`src/rtl/af6cesrtl_freebitx.sv`:
```
// af6cesrtl_freebitx : register-bitmap free-block allocator.
//   Tracks MAXBLK block IDs in an NWORD x NUMBIT bitmap, fills it on
//   activation, accepts released IDs and prefetches free IDs through a
//   PFDEPTH-deep show-ahead FIFO towards the writer.
// Optional feature macro: FREEBIT_WMARK_EN (adds wmclr / blkmin low-watermark).
// Ports:
//   clk, rst                 clock, synchronous active-high reset
//   active                   enable; low flushes, high starts init
//   wrblkrdy/wrblkget/wrblkid  free-ID handoff (show-ahead FIFO head)
//   rdblkfree/rdblkid        release strobe and ID
//   blknum                   free count (bitmap + pending + FIFO)
//   blkemp, blklow           last-block-taken pulse, low-count level
//   blksame/blksameid        bad release pulse and offending ID
//   blkgap                   get-while-not-ready pulse
//   wmclr/blkmin             (FREEBIT_WMARK_EN) watermark clear / minimum
module af6cesrtl_freebitx #(
  parameter int ADDBLK  = 8,
  parameter int MAXBLK  = 200,
  parameter int ADDBIT  = 4,
  parameter int PFDEPTH = 4,
  parameter int LOWTHR  = 8
) (
  input  logic              clk,
  input  logic              rst,
  input  logic              active,
  output logic              wrblkrdy,
  input  logic              wrblkget,
  output logic [ADDBLK-1:0] wrblkid,
  input  logic              rdblkfree,
  input  logic [ADDBLK-1:0] rdblkid,
  output logic [ADDBLK:0]   blknum,
  output logic              blkemp,
  output logic              blklow,
  output logic              blksame,
  output logic [ADDBLK-1:0] blksameid,
  output logic              blkgap
`ifdef FREEBIT_WMARK_EN
  ,
  input  logic              wmclr,
  output logic [ADDBLK:0]   blkmin
`endif
);

  localparam int NUMBIT = 1 << ADDBIT;
  localparam int NWORD  = (MAXBLK + NUMBIT - 1) / NUMBIT;
  localparam int SPW    = (NWORD > 1) ? $clog2(NWORD) : 1;
  localparam int FPW    = (PFDEPTH > 1) ? $clog2(PFDEPTH) : 1;
  localparam int FCW    = $clog2(PFDEPTH + 1);
  localparam logic [SPW-1:0]  SP_LAST = SPW'(NWORD - 1);
  localparam logic [ADDBLK:0] NUM_MAX = (ADDBLK + 1)'(MAXBLK);
  localparam logic [ADDBLK:0] NUM_ONE = (ADDBLK + 1)'(1);

  typedef enum logic [1:0] {S_IDLE, S_INIT, S_RUN} state_t;
  state_t r_state, w_state_nx;

  logic              r_active1;
  logic [NUMBIT-1:0] r_bmp    [NWORD];
  logic [NUMBIT-1:0] w_bmp_nx [NWORD];
  logic [SPW-1:0]    r_sptr, w_sptr_nx;
  logic              r_pvld;
  logic [ADDBLK-1:0] r_pid;
  logic [ADDBLK-1:0] r_fifo [PFDEPTH];
  logic [FPW-1:0]    r_wptr, r_rptr;
  logic [FCW-1:0]    r_cnt;
  logic [ADDBLK:0]   r_blknum, w_blknum_nx;
  logic              r_blkemp, r_blklow, r_blksame, r_blkgap;
  logic [ADDBLK-1:0] r_blksameid;

  logic              w_init, w_run, w_rdy, w_get_ok, w_gap;
  logic [31:0]       w_relw;
  logic [ADDBIT-1:0] w_relb, w_sbit;
  logic [NUMBIT-1:0] w_relset, w_sword, w_sclr;
  logic              w_rel_rng, w_relhit, w_rel_ok, w_rel_bad;
  logic              w_scan_en, w_sfound, w_hit;
  logic [ADDBLK-1:0] w_scan_id;

  function automatic logic [FPW-1:0] f_finc(input logic [FPW-1:0] p);
    return (p == FPW'(PFDEPTH - 1)) ? '0 : p + FPW'(1);
  endfunction

  // FSM: state register
  always_ff @(posedge clk) begin
    if (rst) r_state <= S_IDLE;
    else     r_state <= w_state_nx;
  end

  // FSM: next state (r_sptr doubles as the init word pointer)
  always_comb begin
    w_state_nx = r_state;
    if (!r_active1) w_state_nx = S_IDLE;
    else begin
      case (r_state)
        S_IDLE:  w_state_nx = S_INIT;
        S_INIT:  if (r_sptr == SP_LAST) w_state_nx = S_RUN;
        S_RUN:   w_state_nx = S_RUN;
        default: w_state_nx = S_IDLE;
      endcase
    end
  end

  // FSM: outputs
  always_comb begin
    w_init = 1'b0;
    w_run  = 1'b0;
    case (r_state)
      S_INIT:  w_init = r_active1;
      S_RUN:   w_run  = r_active1;
      default: ;
    endcase
  end

  // Handoff, release and scan decode
  always_comb begin
    w_rdy     = (r_cnt != '0);
    w_get_ok  = w_run && wrblkget && w_rdy;
    w_gap     = w_run && wrblkget && !w_rdy;
    w_relw    = 32'(rdblkid >> ADDBIT);
    w_relb    = rdblkid[ADDBIT-1:0];
    w_relset  = NUMBIT'(1) << w_relb;
    w_rel_rng = (32'(rdblkid) < 32'(MAXBLK));
    w_relhit  = 1'b0;
    w_sword   = '0;
    for (int unsigned w = 0; w < NWORD; w++) begin
      if (w == w_relw)        w_relhit = r_bmp[w][w_relb];
      if (w == 32'(r_sptr))   w_sword  = r_bmp[w];
    end
    w_rel_ok  = w_run && rdblkfree && w_rel_rng && !w_relhit;
    w_rel_bad = w_run && rdblkfree && !(w_rel_rng && !w_relhit);
    w_scan_en = w_run && ((32'(r_cnt) + 32'(r_pvld)) < 32'(PFDEPTH));
    w_sfound  = 1'b0;
    w_sbit    = '0;
    for (int unsigned b = 0; b < NUMBIT; b++) begin
      if (!w_sfound && w_sword[b]) begin
        w_sfound = 1'b1;
        w_sbit   = ADDBIT'(b);
      end
    end
    w_hit     = w_scan_en && w_sfound;
    w_scan_id = ADDBLK'((32'(r_sptr) << ADDBIT) | 32'(w_sbit));
    w_sclr    = w_hit ? (NUMBIT'(1) << w_sbit) : '0;
  end

  // Bitmap, scan pointer and free count next values. The scanner works on
  // the pre-release word, so a bit released this cycle is not picked now.
  always_comb begin
    for (int unsigned w = 0; w < NWORD; w++) begin
      w_bmp_nx[w] = r_bmp[w];
      if (!r_active1) w_bmp_nx[w] = '0;
      else if (w_init && (w == 32'(r_sptr))) begin
        for (int unsigned b = 0; b < NUMBIT; b++)
          w_bmp_nx[w][b] = ((w * NUMBIT + b) < MAXBLK);
      end else if (w_run) begin
        if (w == 32'(r_sptr))       w_bmp_nx[w] = w_bmp_nx[w] & ~w_sclr;
        if (w_rel_ok && w == w_relw) w_bmp_nx[w] = w_bmp_nx[w] | w_relset;
      end
    end

    w_sptr_nx = r_sptr;
    if (!r_active1 || r_state == S_IDLE) w_sptr_nx = '0;
    else if (w_init || (w_scan_en && !w_sfound))
      w_sptr_nx = (r_sptr == SP_LAST) ? '0 : r_sptr + SPW'(1);

    w_blknum_nx = r_blknum;
    if (!r_active1) w_blknum_nx = '0;
    else if (w_init && r_sptr == SP_LAST) w_blknum_nx = NUM_MAX;
    else if (w_rel_ok && !w_get_ok && r_blknum < NUM_MAX)
      w_blknum_nx = r_blknum + NUM_ONE;
    else if (w_get_ok && !w_rel_ok && r_blknum != '0)
      w_blknum_nx = r_blknum - NUM_ONE;
  end

  always_ff @(posedge clk) begin
    if (rst) begin
      r_active1   <= 1'b0;
      for (int unsigned w = 0; w < NWORD; w++) r_bmp[w] <= '0;
      r_sptr      <= '0;
      r_blknum    <= '0;
      r_pvld      <= 1'b0;
      r_pid       <= '0;
      r_wptr      <= '0;
      r_rptr      <= '0;
      r_cnt       <= '0;
      r_blkemp    <= 1'b0;
      r_blklow    <= 1'b0;
      r_blksame   <= 1'b0;
      r_blksameid <= '0;
      r_blkgap    <= 1'b0;
    end else begin
      r_active1 <= active;
      for (int unsigned w = 0; w < NWORD; w++) r_bmp[w] <= w_bmp_nx[w];
      r_sptr    <= w_sptr_nx;
      r_blknum  <= w_blknum_nx;
      if (!w_run) begin
        // Also drops a pending push when active falls
        r_pvld <= 1'b0;
        r_wptr <= '0;
        r_rptr <= '0;
        r_cnt  <= '0;
      end else begin
        r_pvld <= w_hit;
        if (w_hit)    r_pid  <= w_scan_id;
        if (r_pvld)   r_wptr <= f_finc(r_wptr);
        if (w_get_ok) r_rptr <= f_finc(r_rptr);
        r_cnt <= r_cnt + FCW'(r_pvld) - FCW'(w_get_ok);
      end
      r_blkemp  <= w_get_ok && (r_blknum == NUM_ONE);
      r_blksame <= w_rel_bad;
      if (w_rel_bad) r_blksameid <= rdblkid;
      r_blkgap  <= w_gap;
      r_blklow  <= (w_state_nx == S_RUN) && (32'(w_blknum_nx) < 32'(LOWTHR));
    end
  end

  always_ff @(posedge clk) begin
    if (w_run && r_pvld) r_fifo[r_wptr] <= r_pid;
  end

`ifdef FREEBIT_WMARK_EN
  logic [ADDBLK:0] r_blkmin;
  always_ff @(posedge clk) begin
    if (rst || w_state_nx != S_RUN) r_blkmin <= '0;
    else if (r_state != S_RUN)      r_blkmin <= w_blknum_nx;
    else if (wmclr)                 r_blkmin <= r_blknum;
    else if (w_blknum_nx < r_blkmin) r_blkmin <= w_blknum_nx;
  end
  assign blkmin = r_blkmin;
`endif

  assign wrblkrdy  = w_rdy;
  assign wrblkid   = w_rdy ? r_fifo[r_rptr] : '0;
  assign blknum    = r_blknum;
  assign blkemp    = r_blkemp;
  assign blklow    = r_blklow;
  assign blksame   = r_blksame;
  assign blksameid = r_blksameid;
  assign blkgap    = r_blkgap;

endmodule
```
`config.mk`:
```
export PLATFORM = sky130hd
export DESIGN_NAME = af6cesrtl_freebitx
export DESIGN_NICKNAME = d
export VERILOG_FILES = /design/src/rtl/af6cesrtl_freebitx.sv
export SDC_FILE = /design/constraint.sdc
export NUM_CORES = 1
export LEC_CHECK = 0
export BUFFER_PORTS_ARGS = -buffer_cell sky130_fd_sc_hd__buf_4
export CORE_MARGIN = 5
export CORE_UTILIZATION = 30
export CTS_CLUSTER_SIZE = 24
export DETAILED_ROUTE_END_ITERATION = 16
export GPL_TIMING_DRIVEN = 0
export SLEW_MARGIN = 20
export SYNTH_ARGS = -nofsm -noshare
export SYNTH_HDL_FRONTEND = slang
export SYNTH_SLANG_ARGS = --single-unit
```
`constraint.sdc`:
```
create_clock -name clk -period 7.5 [get_ports clk]
set_clock_uncertainty 0.1 [all_clocks]
set_input_delay 1.125 -clock clk [delete_from_list [all_inputs] [get_ports clk]]
set_output_delay 1.125 -clock clk [all_outputs]
set_load 0.02 [all_outputs]
```
==> impl_metrics.json <==
{
  "met1_usage": 0.507,
  "worst_pin_slew_ps": 1390,
  "antenna_found_initial": 17,
  "clkSinkCount": 286,
  "final_design_area_no_fill_um2": 20600,
  "core_region_area_um2": 57800,
  "grt_start_max_net_pins": 15,
  "port_buffers": 38,
  "worstSkewPairLatency_ps": 600,
  "worstPathRequired_ps": 7790,
  "synth-seq-area-share": 0.344,
  "irDropWorstVdd_v": 0.000144,
  "antenna_violating_nets_post_route": 0,
  "fp.dieArea_um2": 63500,
  "synth_nets": 2175,
  "path_max_fanout": 10,
  "drv_slew": 0,
  "hold_ws_ps": 332,
  "grt_remaining_overflow": 0,
  "fmax_ghz": 0.137,
  "multiInputGateArea_um2": 10500,
  "finalSetupViolCount": 0,
  "report.power.total_w": 0.00371,
  "placed_cell_area_um2": 19300,
  "syn-mean-instance-area_um2": 8.19,
  "place_hpwl_mm": 99.9,
  "top_level_ports": 43,
  "tritoncts": "yes",
  "yosys_most_used_dff": "sky130_fd_sc_hd__dfxtp_1",
  "die_width_um": 252,
  "critPathSlowestCell": "sky130_fd_sc_hd__nor2_2",
  "cts_made_buffers": 38,
  "timing.critical_path.from_type": "flop",
  "critPathTopFamily": "simple AND/OR/NAND/NOR gates",
  "run_status": "complete, no violations",
  "largest_area_contributor_in_the_netlist": "sky130_fd_sc_hd__dfxtp_1",
  "grtUsageMet2": 0.589,
  "drt-wirelength-per-cell_um": 44.2,
  "cts_buffer_depth": 3,
  "vias": 21284,
  "rsz0062_at_grt": "no",
  "post_cts_hold_buffer_count": 0,
  "number_of_instances_in_the_synthesized_netlist": 2146,
  "synth_top_cells_by_area": "sky130_fd_sc_hd__dfxtp_1 (29%), sky130_fd_sc_hd__a21oi_1 (9.8%), sky130_fd_sc_hd__a211oi_1 (8.0%)",
  "final_min_period_over_clock_period": 0.974,
  "leakagePower_nw": 6.78,
  "yosysUniqueCellTypes": 93,
  "synth.ff_latch_count": 286,
  "floorplan.initialDensity": 0.304,
  "fillCellCount": 6063,
  "globalplace.congestion": 1.10,
  "route.final.wire_length_mm": 135,
  "crit_path_cell_trace": "inv_1 -> ha_1 -> buf_2 -> clkbuf_1 -> nand2_1 -> o21ai_0 -> a21oi_1 -> a21boi_0 -> inv_1 -> nor4_1 -> nor3b_2 -> a22oi_2 -> buf_2 -> nor2_2 -> a211oi_1",
  "viasPerCell": 6.96,
  "mostFrequentLayoutCell": "sky130_fd_sc_hd__a21oi_1",
  "period_needed_ps": 7300,
  "ys.warnings.count": 0,
  "final_critical_path_setup_slack_ps": 198,
  "finalSetupTns_ps": 0,
  "sequential_cell_area_um2": 6050,
  "detail_route.iter0.violations": 3551,
  "grt-busiest-layer": "met2",
  "post_synth_instance_area_um2": 17600,
  "cp-end-kind": "flop",
  "slew_headroom": 0.0760,
  "cts_root_buffer": "sky130_fd_sc_hd__clkbuf_16",
  "cap_viol_max_count": 0,
  "power_density_nw_per_um2": 180,
  "nNetsFinal": 2282,
  "row_count": 88,
  "drc_errors": 0,
  "cts.clk_slew.worst_paths_ps": 60,
  "synthArstFlopShare": 0,
  "grt_use_total": 0.408,
  "hp-class": "reg -> reg",
  "worstPathArrival_ps": 7600,
  "mostFrequentLayoutCells": "sky130_fd_sc_hd__a21oi_1 (344), sky130_fd_sc_hd__dfxtp_1 (254), sky130_fd_sc_hd__nand2_1 (194)",
  "htree_num_levels": 2,
  "syn2layout_area_growth_pct": 17.1,
  "post_cts_resize_count": 0,
  "final_hold_violation_count": 0,
  "crit_buf_inv": 5,
  "number_of_flops_mapped_to_enable_cells_by_yosys": 32,
  "placement.setup.worst_slack_ps": 617,
  "setup.worst_path.class": "reg -> reg",
  "drive_above_1_share": 0.156,
  "grt_util_met3": 0.131,
  "detailed_router_iteration_count_before_antenna_repair": 6,
  "grt_first_pass_wirelength_mm": 178,
  "first_global_vias": 19976,
  "area_share_of_the_largest_cell_type_after_synthesis": 0.289,
  "dieHeight_um": 252,
  "postCtsSetupBuffers": 0,
  "slowest_delay_ps": 1020
}
## logic make-up (layout without fill, tap and decap cells)
kind of cell	after synthesis	after routing	share of synthesized area
multiplexers	96	96	0.0835
adder cells (fa/ha/maj)	16	16	0.0118
AO/OA/AOI/OAI	912	912	0.332
flip-flops	286	286	0.344
buffers and inverters	259	395	0.0666
other	0	9	0
AND/OR/NAND/NOR	572	572	0.160
XOR/XNOR	5	5	0.00249
## cell type report
type                            count  area share
Timing Repair Buffer               67      0.0288
Clock inverter                     15     0.00803
Inverter                           46     0.00839
Antenna cell                        9     0.00109
Buffer                            213      0.0495
Sequential cell                   286       0.294
Tap cell                          765      0.0465
Clock buffer                       54      0.0545
Multi-Input combinational cell   1601       0.509
## where the power goes
group          switching, W  internal, W
clock              0.000823      0.00112
sequential       0.00000111      0.00154
combinational      0.000173    0.0000455
## worst register-to-register path, cell delays in order (launching register included)
cell,delay (ps)
sky130_fd_sc_hd__dfxtp_1,400
sky130_fd_sc_hd__inv_1,140
sky130_fd_sc_hd__ha_1,150
sky130_fd_sc_hd__buf_2,380
sky130_fd_sc_hd__clkbuf_1,1010
sky130_fd_sc_hd__nand2_1,820
sky130_fd_sc_hd__o21ai_0,600
sky130_fd_sc_hd__a21oi_1,200
sky130_fd_sc_hd__a21boi_0,630
sky130_fd_sc_hd__inv_1,130
sky130_fd_sc_hd__nor4_1,340
sky130_fd_sc_hd__nor3b_2,370
sky130_fd_sc_hd__a22oi_2,220
sky130_fd_sc_hd__buf_2,380
sky130_fd_sc_hd__nor2_2,1050
sky130_fd_sc_hd__a211oi_1,200
## routing by layer
metal	vias to the layer above	routed length, um
li1	8351	-
met5	-	93
met2	1791	54600
met4	16	13200
met1	10485	51100
met3	641	16100
## worst paths after layout
check,to,slack [ps],from,depth (start not counted)
max,r_bmp[0][75]$_SDFFE_PP0P_,200,r_sptr[0]$_SDFFE_PP0P_,15
min,r_bmp[1][75]$_SDFFE_PP0P_,330,r_bmp[1][75]$_SDFFE_PP0P_,2
max reg2reg,r_bmp[0][75]$_SDFFE_PP0P_,200,r_sptr[0]$_SDFFE_PP0P_,15
min reg2reg,r_bmp[1][75]$_SDFFE_PP0P_,330,r_bmp[1][75]$_SDFFE_PP0P_,2
## per-stage QoR
stage	util	cells
after floorplan	-	2146
after global placement	0.325	2949
after detailed placement	0.333	2977
after CTS	0.355	3046
after global routing	0.355	3047
final	0.356	3056
## state kept, by name, summed over array words and instances (netlist names), named ones only
name       count
r_state        2
blksameid      8
blknum         9
r_sptr         4
r_wptr         2
r_active1      1
r_pid          8
r_cnt          3
blkemp         1
blkgap         1
r_bmp        208
blklow         1
blksame        1
r_rptr         2
r_pvld         1
r_fifo        32
## synth_stat cells, types with 23 or more instances
cell and n:
sky130_fd_sc_hd__nand3_1 23, sky130_fd_sc_hd__inv_1 45, sky130_fd_sc_hd__edfxtp_1 32, sky130_fd_sc_hd__clkbuf_1 108
sky130_fd_sc_hd__dfxtp_1 254, sky130_fd_sc_hd__nor3_1 36, sky130_fd_sc_hd__nand2_1 194, sky130_fd_sc_hd__buf_2 77
sky130_fd_sc_hd__nand3b_1 26, sky130_fd_sc_hd__o22ai_1 26, sky130_fd_sc_hd__a211oi_1 188, sky130_fd_sc_hd__a311oi_1 57
sky130_fd_sc_hd__a21oi_1 344, sky130_fd_sc_hd__nor2_1 140, sky130_fd_sc_hd__nor2b_1 40, sky130_fd_sc_hd__o21ai_0 130
sky130_fd_sc_hd__mux4_2 40, sky130_fd_sc_hd__mux2i_1 52
Power figures use the tool's default switching activity.
